**src/rtl/sorted_candidate_serializer.sv**
```systemverilog
// Captures a sorted candidate vector on start and streams it out one element per
// valid/ready transfer, best candidate first. Optional ordering monitor: SER_ORDER_CHECK_EN.
module sorted_candidate_serializer #(
  parameter int WIDTH      = 8,
  parameter int NUM_INPUTS = 4
) (
  input  logic                          clk,
  input  logic                          rst,
  input  logic                          start,
  input  logic [1:0]                    M,
  input  logic [NUM_INPUTS*WIDTH-1:0]   y,
  output logic                          busy,
  output logic [WIDTH-1:0]              dout,
  output logic [$clog2(NUM_INPUTS)-1:0] dout_idx,
  output logic                          dout_valid,
  input  logic                          dout_ready,
  output logic                          done,
  output logic                          order_err
);

  localparam int IDX_W = $clog2(NUM_INPUTS);
  localparam logic [IDX_W-1:0] LAST_FULL = IDX_W'(NUM_INPUTS - 1);
  localparam logic [IDX_W-1:0] LAST_HALF = IDX_W'(NUM_INPUTS / 2 - 1);

  typedef enum logic {IDLE, SEND} state_t;

  state_t                        state_q, state_d;
  logic [NUM_INPUTS*WIDTH-1:0]   shadow_q, shadow_d;
  logic                          qpsk_q, qpsk_d;
  logic [IDX_W-1:0]              idx_q, idx_d;
  logic                          done_q, done_d;
  logic                          xfer;
  logic                          last;

  always_ff @(posedge clk or posedge rst) begin
    if (rst) begin
      state_q  <= IDLE;
      shadow_q <= '0;
      qpsk_q   <= 1'b0;
      idx_q    <= '0;
      done_q   <= 1'b0;
    end else begin
      state_q  <= state_d;
      shadow_q <= shadow_d;
      qpsk_q   <= qpsk_d;
      idx_q    <= idx_d;
      done_q   <= done_d;
    end
  end

  // dout is a pure select of the shadow, so it keeps the last element once idle
  always_comb begin
    dout = '0;
    for (int i = 0; i < NUM_INPUTS; i++) begin
      if (idx_q == IDX_W'(i)) dout = shadow_q[i*WIDTH +: WIDTH];
    end
  end

  assign dout_valid = (state_q == SEND);
  assign busy       = (state_q == SEND);
  assign dout_idx   = idx_q;
  assign done       = done_q;
  assign xfer       = dout_valid && dout_ready;
  assign last       = (idx_q == (qpsk_q ? LAST_HALF : LAST_FULL));

  always_comb begin
    state_d  = state_q;
    shadow_d = shadow_q;
    qpsk_d   = qpsk_q;
    idx_d    = idx_q;
    done_d   = 1'b0;
    case (state_q)
      IDLE: begin
        if (start) begin
          shadow_d = y;
          qpsk_d   = (M == 2'b00);
          idx_d    = '0;
          state_d  = SEND;
        end
      end
      SEND: begin
        if (dout_ready) begin
          if (last) begin
            state_d = IDLE;
            done_d  = 1'b1;
          end else begin
            idx_d = idx_q + 1'b1;
          end
        end
      end
      default: state_d = IDLE;
    endcase
  end

`ifdef SER_ORDER_CHECK_EN
  logic [WIDTH-1:0] prev_q, prev_d;
  logic             order_err_q, order_err_d;

  always_ff @(posedge clk or posedge rst) begin
    if (rst) begin
      prev_q      <= '0;
      order_err_q <= 1'b0;
    end else begin
      prev_q      <= prev_d;
      order_err_q <= order_err_d;
    end
  end

  // The first element of a frame has no predecessor to compare against
  always_comb begin
    prev_d      = prev_q;
    order_err_d = order_err_q;
    if (xfer) begin
      prev_d = dout;
      if ((idx_q != '0) && (dout < prev_q)) order_err_d = 1'b1;
    end
  end

  assign order_err = order_err_q;
`else
  assign order_err = 1'b0;
`endif

endmodule

```
**config.mk**
```make
export PLATFORM = sky130hd
export DESIGN_NAME = sorted_candidate_serializer
export DESIGN_NICKNAME = d
export VERILOG_FILES = /design/src/rtl/sorted_candidate_serializer.sv
export SDC_FILE = /design/constraint.sdc
export NUM_CORES = 1
export LEC_CHECK = 0
export ABC_AREA = 1
export BUFFER_PORTS_ARGS = -buffer_cell sky130_fd_sc_hd__buf_4
export CORE_MARGIN = 1.5
export CORE_UTILIZATION = 38
export CTS_BUF_LIST = sky130_fd_sc_hd__clkbuf_8
export DETAILED_ROUTE_END_ITERATION = 8
export PLACE_DENSITY = 0.67
export SYNTH_ARGS = -nofsm -noshare
export SYNTH_HDL_FRONTEND = slang
export SYNTH_SLANG_ARGS = --single-unit
```
**constraint.sdc**
```tcl
create_clock -name clk -period 1.56 [get_ports clk]
set_clock_uncertainty 0.1 [all_clocks]
set_input_delay 0.078 -clock clk [delete_from_list [all_inputs] [get_ports clk]]
set_output_delay 0.078 -clock clk [all_outputs]
set_load 0.05 [all_outputs]
```
==> results of run 1 <==
## cell families after synthesis
family	count (synthesis)	share of synthesized area
AOI/OAI and AO/OA	17	0.0487
adders and majority gates	4	0.0278
and+or+nand+nor	144	0.319
DFF	37	0.515
other	1	0.00209
buffers and inverters	30	0.0877
## per-layer routing
layer  global-route usage  part of all wire  up-vias
met1                0.263              0.43      819
met5                    0                 0        -
met2                0.361              0.51       42
met4               0.0692             0.018        0
li1                     -                 -      898
met3               0.0464             0.034        8
## cell type report
type / instances / share of cell area
clock buffers: 6 / 0.0279
clock inverters: 1 / 0.00127
inverters: 17 / 0.0241
multi-input cells: 166 / 0.298
flip-flops and latches: 37 / 0.314
well taps: 52 / 0.0220
repair buffers: 100 / 0.312
## path summary, 6_finish.rpt
path,from,endpoint,cells after the start
max,dout_idx[0]$_DFFE_PP0P_,dout[0],8
min,rst,shadow_q[24]$_DFFE_PP0P_,4
max reg2reg,busy$_DFF_PP0_,shadow_q[26]$_DFFE_PP0P_,4
min reg2reg,shadow_q[29]$_DFFE_PP0P_,shadow_q[29]$_DFFE_PP0P_,2
max in group asynchronous,rst,dout_idx[1]$_DFFE_PP0P_,4
min in group clk,shadow_q[29]$_DFFE_PP0P_,shadow_q[29]$_DFFE_PP0P_,2
## stage by stage
step                area, µm²  hold slack, ns  setup WS (ns)  instances  utilization
CTS                      2950           0.368         -0.194        378        0.663
global route             2960           0.404         -0.291        379        0.665
floorplan                1920          0.0762        -0.0254        233            -
detailed placement       2300           0.118         -0.107        328        0.519
global placement         2300           0.126        -0.0796        328        0.519
finish                   2960           0.348         -0.201        379        0.665
## sequential cells by signal, summed over array words and instances, names as in the netlist
name / cells
busy: 1
done: 1
dout_idx: 2
qpsk_q: 1
shadow_q: 32
## cell usage after synthesis (all sizes together)
library cell,number
a21oi,8
buf,11
clkbuf,2
conb,1
dfrtp,37
ha,4
inv,17
nand2,120
nand3,20
nor2,4
o21ai,8
o31ai,1
## power groups by stage
stage	combinational [µW]	clock, µW	sequential [µW]
floorplan	2390	0	1780
global placement	3210	0	1670
detailed placement	3250	0	1680
CTS	3920	675	1700
global route	4250	733	1760
finish	3940	668	1710
## critical path, delay by kind of cell, from the launching register on
family                     cells  cell delay (ns)
AOI/OAI and AO/OA              1             0.03
adders and majority gates      1             0.20
and+or+nand+nor                3             0.24
DFF                            1             0.46
buffers and inverters          3             0.37
## timing repair
| item | 4_1_cts | 5_1_grt |
|---|---|---|
| endpoints found under the setup margin | 8 | 8 |
| hold buffers | 37 | 0 |
| pin swaps | 16 | 4 |
| resized for setup | 37 | 0 |
| setup buffers | 6 | 1 |
| cloned | 0 | 0 |
| hold endpoints to repair | 72 | 0 |
==> metrics.md, run 1 <==
| Metric | Value |
|---|---|
| Port Buffers | 50 |
| Seq cells post-synth | 37 |
| First-pass GRT wire length | 8320 µm |
| Max-Cap Viols | 0 |
| Worst Path Class, Setup | flip-flop to output pin |
| Final Max Slew Viols | 0 |
| Power Density | 2140 nW/µm² |
| Failing checks | design-rule violations, negative setup slack |
| Fill cell count | 381 |
| Fin Setup TNS | -1.46 ns |
| Unrepaired setup endpoints after global routing | true |
| Wirelength per Cell | 12.6 µm |
| Routed via count | 1767 |
| Clock sink total | 37 |
| Row cnt | 24 |
| Clock Latency Late Sink | 0.29 ns |
| Synthesized area per cell | 7.72 µm² |
| Top-Level Pins | 52 |
| Multi-input gate area | 882 µm² |
| HPWL after DPL | 2940 µm |
| Slowest-stage cell, CP | dfrtp_2 |
| Clk root buf | clkbuf_8 |
| First-pass DRT Iterations | 8 |
| Clk network pwr share | 0.106 |
| Switch share | 0.470 |
| Synth Instances | 233 |
| Seq pwr share | 0.271 |
| Clock Path Buffers | 2 |
| F_max | 0.568 GHz |
| Status | complete, but fails checks |
| Synth area leader | dfrtp_1 |
| Chip height | 71.8 µm |
| Post-route minimum period | 1.76 ns |
| N_diodes | 0 |
| Seq/Total Area, Yosys | 0.515 |
| Internal | 3350 µW |
| Most frequent cells in the layout | nand2_1, buf_4, dlygate4sd3_1, dfrtp_1, inv_1 |
| CTS tree | yes |
| Worst Setup End Kind | output pin |
| Sw Pwr | 2970 µW |
| Core area | 4440 µm² |
| Area Growth Syn to Fin | 64.4% |
| Worst vdd ir | 777 µV |
| CP arrival | 1.58 ns |
| # DRC | 5 |
| Synth area leaders | dfrtp_1, nand2_1, nand3_1, inv_1, ha_1 |
| Most common cell after layout, fill and taps aside | nand2_1 |
| Die Footprint | 5150 µm² |
| RePlAce Congestion | 0.828 |
| Register area | 928 µm² |
| Overall routing resource usage | 0.210 |
| Synth cell types | 17 |
| R2R Setup Slk | 0.30 ns |
| P_leak | 0.00151 µW |
| Period utilisation layout | 1.13 |
| Worst Hold Class | input port to asynchronous set/reset pin |
| Crit path launch type | flip-flop |
| PnR Total Power | 6320 µW |
| Crit path required time | 1.38 ns |
| Fin nets | 369 |
| Initial antenna violation count | 0 |
| Overall routed net length | 4770 µm |
| Final setup margin | -0.201 ns |
| Cells along the critical path | inv_4, ha_4, buf_4, a21oi_2, nand2_1, nand3_2, nand2_4, buf_8 |
| Syn Std Cell Area | 1800 µm² |
| Overflow after GRT | 0 |
| Top cell type's share of synthesized area | 0.515 |
| Hold violation count in the final report | 0 |
| Worst stage delay on the critical path | 0.46 ns |
| Finish-stage setup viols | 8 |
| Largest net degree at the start of global routing | 38 |
| Syn_nets | 275 |
| Clk pin slew, worst setup/hold paths | 0.07 ns |
| Ys Warns | 0 |
| Share of cells above drive strength 1 | 0.318 |
| Vias in the first global route | 1819 |
| Detailed Route Iter0 Violations | 115 |
| Comb pwr share | 0.624 |
| Depth of the CTS H-tree | 2 |
| Initial Util | 0.405 |
| DIE WIDTH | 71.8 µm |
| Vias/cell | 4.66 |
| Antenna-violating nets left | 0 |
| CP max FO | 7 |
| Num CTS Buffers | 5 |
No activity file was read; power rests on OpenSTA's default activity.
==> run 2: changes to the inputs <==
- RECOVER_POWER: default -> 50
==> run 2 against run 1 <==
Against the previous run:
- the run still ends with design-rule violations, negative setup slack left
- die area unchanged
- sequential cell count is the same
- sequential share of layout area grew 0.067 points
- register-to-register slack is essentially flat
- combinational power hardly changed
- clock-buffer cell count is the same
- final area down 0.21%
- global-route usage unchanged
- via count unchanged
- critical path depth did not move
- highest routed layer unchanged
==> metrics.md, run 2 (synthesized netlist as in run 1, its figures left out) <==
| Metric | Value |
|---|---|
| Antenna-violating nets left | 0 |
| Num CTS Buffers | 5 |
| CTS tree | yes |
| Post-Place Setup Slack | -0.107 ns |
| Comb pwr share | 0.623 |
| Most frequent cells in the layout | nand2_1, buf_4, dlygate4sd3_1, dfrtp_1, inv_1 |
| Worst stage delay on the critical path | 0.46 ns |
| Finish-stage setup viols | 8 |
| Unrepaired setup endpoints after global routing | true |
| Max-Cap Viols | 0 |
| Clk pin slew, worst setup/hold paths | 0.07 ns |
| CP arrival | 1.58 ns |
| Share of cells above drive strength 1 | 0.315 |
| Clk root buf | clkbuf_8 |
| Area Growth Syn to Fin | 64.0% |
| First-pass DRT Iterations | 8 |
| F_max | 0.568 GHz |
| Hold violation count in the final report | 0 |
| Row cnt | 24 |
| Initial Util | 0.405 |
| Detailed Route Iter0 Violations | 115 |
| Final Max Slew Viols | 0 |
| Fin Hold WS | 0.376 ns |
| Slew @ Worst Pin | 0.886 ns |
| Port Buffers | 50 |
| Number of flip-flops under the largest register name | 32 |
| Power Density | 2140 nW/µm² |
| Worst Hold Class | flip-flop to flip-flop |
| Internal | 3340 µW |
| N_diodes | 0 |
| Switch share | 0.471 |
| Period utilisation layout | 1.13 |
| CP max FO | 7 |
| Wirelength per Cell | 12.6 µm |
| Seq pwr share | 0.271 |
| Failing checks | design-rule violations, negative setup slack |
| Worst Path Class, Setup | flip-flop to output pin |
| Fill cell count | 381 |
| Core area | 4440 µm² |
| Crit path launch type | flip-flop |
| Cells along the critical path | inv_4, ha_4, buf_4, a21oi_2, nand2_1, nand3_2, nand2_4, buf_8 |
| Depth of the CTS H-tree | 2 |
| Initial antenna violation count | 0 |
| Die Footprint | 5150 µm² |
| Relative slew margins | 0.409 |
| Overall routing resource usage | 0.210 |
| Status | complete, but fails checks |
| Largest Register | shadow_q |
| Clock Latency Late Sink | 0.29 ns |
| Worst vdd ir | 777 µV |
| # DRC | 5 |
| Final Core Density | 0.664 |
| Clock Path Buffers | 2 |
| Post-route minimum period | 1.76 ns |
| First-pass GRT wire length | 8320 µm |
| Overflow after GRT | 0 |
| Most common cell after layout, fill and taps aside | nand2_1 |
| Clock sink total | 37 |
| HPWL after DPL | 2940 µm |
| Vias in the first global route | 1819 |
| Chip height | 71.8 µm |
| Fin nets | 369 |
| Top-Level Pins | 52 |
| Slowest-stage cell, CP | dfrtp_2 |
| RePlAce Congestion | 0.828 |
| Vias/cell | 4.66 |
| Worst Setup End Kind | output pin |
| Clk network pwr share | 0.106 |
| Sw Pwr | 2970 µW |
| Final setup margin | -0.201 ns |
| Routed via count | 1767 |
| Largest net degree at the start of global routing | 38 |
| P_leak | 0.00151 µW |
| Overall routed net length | 4770 µm |
| Crit path required time | 1.38 ns |
| DIE WIDTH | 71.8 µm |
## run 2: cell count changes in the layout (fill, tap and decap cells not counted), sizes merged
cell,change
buf,-3
clkbuf,+3
## run 2: critical path, delay by kind of cell (launching register included)
| family | cells | cell delay [ns] |
|---|---|---|
| flip-flops | 1 | 0.46 |
| buffers and inverters | 3 | 0.37 |
| AND/OR/NAND/NOR | 3 | 0.24 |
| adder cells (fa/ha/maj) | 1 | 0.20 |
| AO/OA/AOI/OAI | 1 | 0.03 |
## run 2: timing repair
item | CTS | global route
setup endpoints to repair | 8 | 8
hold buffers | 37 | 0
hold endpoints to repair | 72 | 0
pin swaps | 16 | 4
buffers inserted | 6 | 1
resized for setup | 37 | 0
cloned | 0 | 0
## run 2: final cells by class
type	count	area, µm²	area share
timing repair buffer	100	916	0.311
clock inverter	1	3.75	0.00127
multi-input combinational	166	882	0.299
sequential	37	928	0.315
tap	52	65.1	0.0221
clock buffer	6	82.6	0.0280
inverter	17	71.3	0.0242
## run 2: power groups by stage
stage          combinational [µW]  clock [µW]  sequential, µW
5_1_grt                      4240         733            1760
3_5_place_dp                 3250           0            1680
4_1_cts                      3920         675            1700
2_1_floorplan                2390           0            1780
6_report                     3930         668            1710
3_3_place_gp                 3210           0            1670
## run 2: worst paths after layout
path | endpoint | startpoint | slack (ns) | cells past startpoint
worst max-delay path | dout[0] | dout_idx[0]$_DFFE_PP0P_ | -0.20 | 8
max in group asynchronous | dout_idx[1]$_DFFE_PP0P_ | rst | 0.23 | 4
min in group asynchronous | shadow_q[24]$_DFFE_PP0P_ | rst | 0.51 | 4
worst min register to register | shadow_q[29]$_DFFE_PP0P_ | shadow_q[29]$_DFFE_PP0P_ | 0.38 | 2
worst min-delay path | shadow_q[29]$_DFFE_PP0P_ | shadow_q[29]$_DFFE_PP0P_ | 0.38 | 2
worst max register to register | shadow_q[26]$_DFFE_PP0P_ | busy$_DFF_PP0_ | 0.30 | 4
## run 2: layer usage
metal	wire [µm]	global-route usage	up-vias	part of all wire
met5	0	0	-	0
met4	85	0.0692	0	0.018
met3	160	0.0464	8	0.034
met2	2450	0.361	42	0.51
met1	2070	0.263	819	0.43
li1	-	-	898	-
## run 2: stage by stage
step / total power, µW / cell area [µm²] / setup TNS [ns] / std cells
after floorplan: 4170 / 1920 / -0.103 / 233
after global placement: 4880 / 2300 / -0.531 / 328
after detailed placement: 4930 / 2300 / -0.779 / 328
after CTS: 6300 / 2950 / -1.47 / 378
after global routing: 6740 / 2950 / -2.25 / 379
final: 6310 / 2950 / -1.46 / 379
==> run 3: changes to the inputs <==
- SETUP_SLACK_MARGIN: default -> 0.15
==> run 3 against run 2 <==
Against the previous run:
- wire length rose by 3.1%
- sequential share of layout area fell by 0.49 points
- clock power increased by 12%
- first-iteration DRC count is 10% lower
- worst setup slack worse by 0.014 ns
- the run ends with negative setup slack left
- core utilization rose by 1.0 points
- cell count up 0.79%
- largest power group unchanged
- register-to-register slack better by 0.05 ns
==> metrics.md, run 3 (synthesized netlist as in run 1, its figures left out) <==
| Metric | Value |
|---|---|
| Status | complete, but fails checks |
| Failing checks | negative setup slack |
| Period utilisation layout | 1.14 |
| Post-route minimum period | 1.77 ns |
| Chip height | 71.8 µm |
| Internal | 3450 µW |
| Clk network pwr share | 0.115 |
| Switch share | 0.469 |
| First-pass GRT wire length | 8180 µm |
| Fin Hold WS | 0.374 ns |
| Largest Register | shadow_q |
| Final setup margin | -0.215 ns |
| Register area | 928 µm² |
| Largest net degree at the start of global routing | 41 |
| Max-Cap Viols | 0 |
| Seq pwr share | 0.264 |
| Clk pin slew, worst setup/hold paths | 0.07 ns |
| Hold violation count in the final report | 0 |
| Unrepaired setup endpoints after global routing | true |
| Crit path required time | 1.38 ns |
| Worst Hold Class | flip-flop to flip-flop |
| Worst vdd ir | 888 µV |
| Area Growth Syn to Fin | 66.6% |
| Initial antenna violation count | 0 |
| Row cnt | 24 |
| Wirelength per Cell | 12.9 µm |
| Clock sink total | 37 |
| Clock Path Buffers | 2 |
| Fin nets | 371 |
| Antenna-violating nets left | 0 |
| Vias/cell | 4.74 |
| Most common cell after layout, fill and taps aside | nand2_1 |
| Multi-input gate area | 881 µm² |
| Core area | 4440 µm² |
| Area after DPL | 2310 µm² |
| Sw Pwr | 3050 µW |
| Clk root buf | clkbuf_8 |
| N_diodes | 0 |
| Final Cell Area | 3000 µm² |
| Power Density | 2170 nW/µm² |
| Overall routed net length | 4920 µm |
| Worst Path Class, Setup | flip-flop to output pin |
| Depth of the CTS H-tree | 2 |
| Min-delay src | shadow_q[29]$_DFFE_PP0P_ |
| CTS tree | yes |
| Overall routing resource usage | 0.207 |
| # DRC | 0 |
| Placed Cells | 327 |
| Detailed Route Iter0 Violations | 103 |
| F_max | 0.564 GHz |
| Die Footprint | 5150 µm² |
| Most frequent cells in the layout | nand2_1, buf_4, dlygate4sd3_1, dfrtp_1 |
| Initial Util | 0.405 |
| CP max FO | 5 |
| Number of flip-flops under the largest register name | 32 |
| Fill cell count | 371 |
| Crit path launch type | flip-flop |
| RePlAce Congestion | 0.790 |
| Post-Place Setup Slack | -0.0865 ns |
| Non-filler cells, final | 382 |
| Worst Setup End Kind | output pin |
| Share of cells above drive strength 1 | 0.324 |
| Routed via count | 1812 |
| Finish-stage setup viols | 8 |
| Slew @ Worst Pin | 0.929 ns |
| HPWL after DPL | 2930 µm |
| Worst r2r src | dout_idx[1]$_DFFE_PP0P_ |
| Worst Setup SP | dout_idx[1]$_DFFE_PP0P_ |
| Port Buffers | 50 |
| Vias in the first global route | 1840 |
| DIE WIDTH | 71.8 µm |
| Overflow after GRT | 0 |
| Clock Latency Late Sink | 0.29 ns |
| First-pass DRT Iterations | 8 |
| P_leak | 0.00153 µW |
| Relative slew margins | 0.381 |
| Top-Level Pins | 52 |
| Comb pwr share | 0.622 |
| CP arrival | 1.60 ns |
| Num CTS Buffers | 5 |
| Final Max Slew Viols | 0 |
## run 3: changes by cell type in the layout (fill, tap and decap cells not counted)
cell | before | now
a21oi_1 | 0 | 1
a21oi_2 | 8 | 7
buf_12 | 0 | 1
buf_4 | 47 | 48
clkbuf_8 | 6 | 7
clkinv_2 | 0 | 1
inv_1 | 13 | 12
inv_2 | 2 | 0
inv_4 | 3 | 5
nand2_1 | 112 | 111
nand2_2 | 0 | 1
## run 3: what timing repair did
action	CTS	global route
pin swaps	19	3
hold endpoints to repair	72	0
gates cloned	0	0
gates resized for setup	38	3
endpoints found under the setup margin	8	13
hold buffers	37	0
buffers inserted	10	0
## run 3: worst max-delay path, stage by stage (launching register included)
cell	delay (ns)
dfrtp_2	0.46
inv_4	0.10
ha_4	0.19
buf_6	0.13
a21oi_2	0.05
nand2_1	0.08
nand3_2	0.09
nand2_4	0.07
buf_8	0.14
## run 3: final timing paths
kind / end / slack [ns] / cells past startpoint
worst max-delay path: dout[0] / -0.21 / 8
worst min-delay path: shadow_q[29]$_DFFE_PP0P_ / 0.37 / 2
worst max register to register: dout_idx[0]$_DFFE_PP0P_ / 0.35 / 7
worst min register to register: shadow_q[29]$_DFFE_PP0P_ / 0.37 / 2
max in group asynchronous: dout_idx[1]$_DFFE_PP0P_ / 0.20 / 4
min in group asynchronous: shadow_q[18]$_DFFE_PP0P_ / 0.52 / 4
## run 3: routing by layer
layer,track usage,wire [µm],vias up,share of wire
li1,-,-,904,-
met1,0.249,2160,863,0.44
met2,0.368,2530,37,0.51
met3,0.0380,135,8,0.027
met4,0.0734,90,0,0.018
met5,0,0,-,0
## run 3: power groups by stage
stage | clock, µW | sequential (µW) | combinational [µW]
2_1_floorplan | 0 | 1780 | 2390
3_3_place_gp | 0 | 1670 | 3230
3_5_place_dp | 0 | 1700 | 3260
4_1_cts | 752 | 1710 | 4000
5_1_grt | 785 | 1760 | 4340
6_report | 745 | 1710 | 4040
## run 3: final cells by class
cell class / count / share of cell area
clock buffers: 7 / 0.0322
clock inverters: 1 / 0.00167
inverters: 17 / 0.0255
multi-input cells: 166 / 0.294
flip-flops and latches: 37 / 0.310
well taps: 52 / 0.0217
repair buffers: 102 / 0.315
## run 3: metrics by stage
stage	utilization	setup TNS [ns]	total power (µW)
finish	0.674	-1.55	6500
global route	0.674	-2.14	6890
CTS	0.674	-1.43	6460
detailed placement	0.520	-0.603	4960
global placement	0.520	-0.494	4900
floorplan	-	-0.103	4170
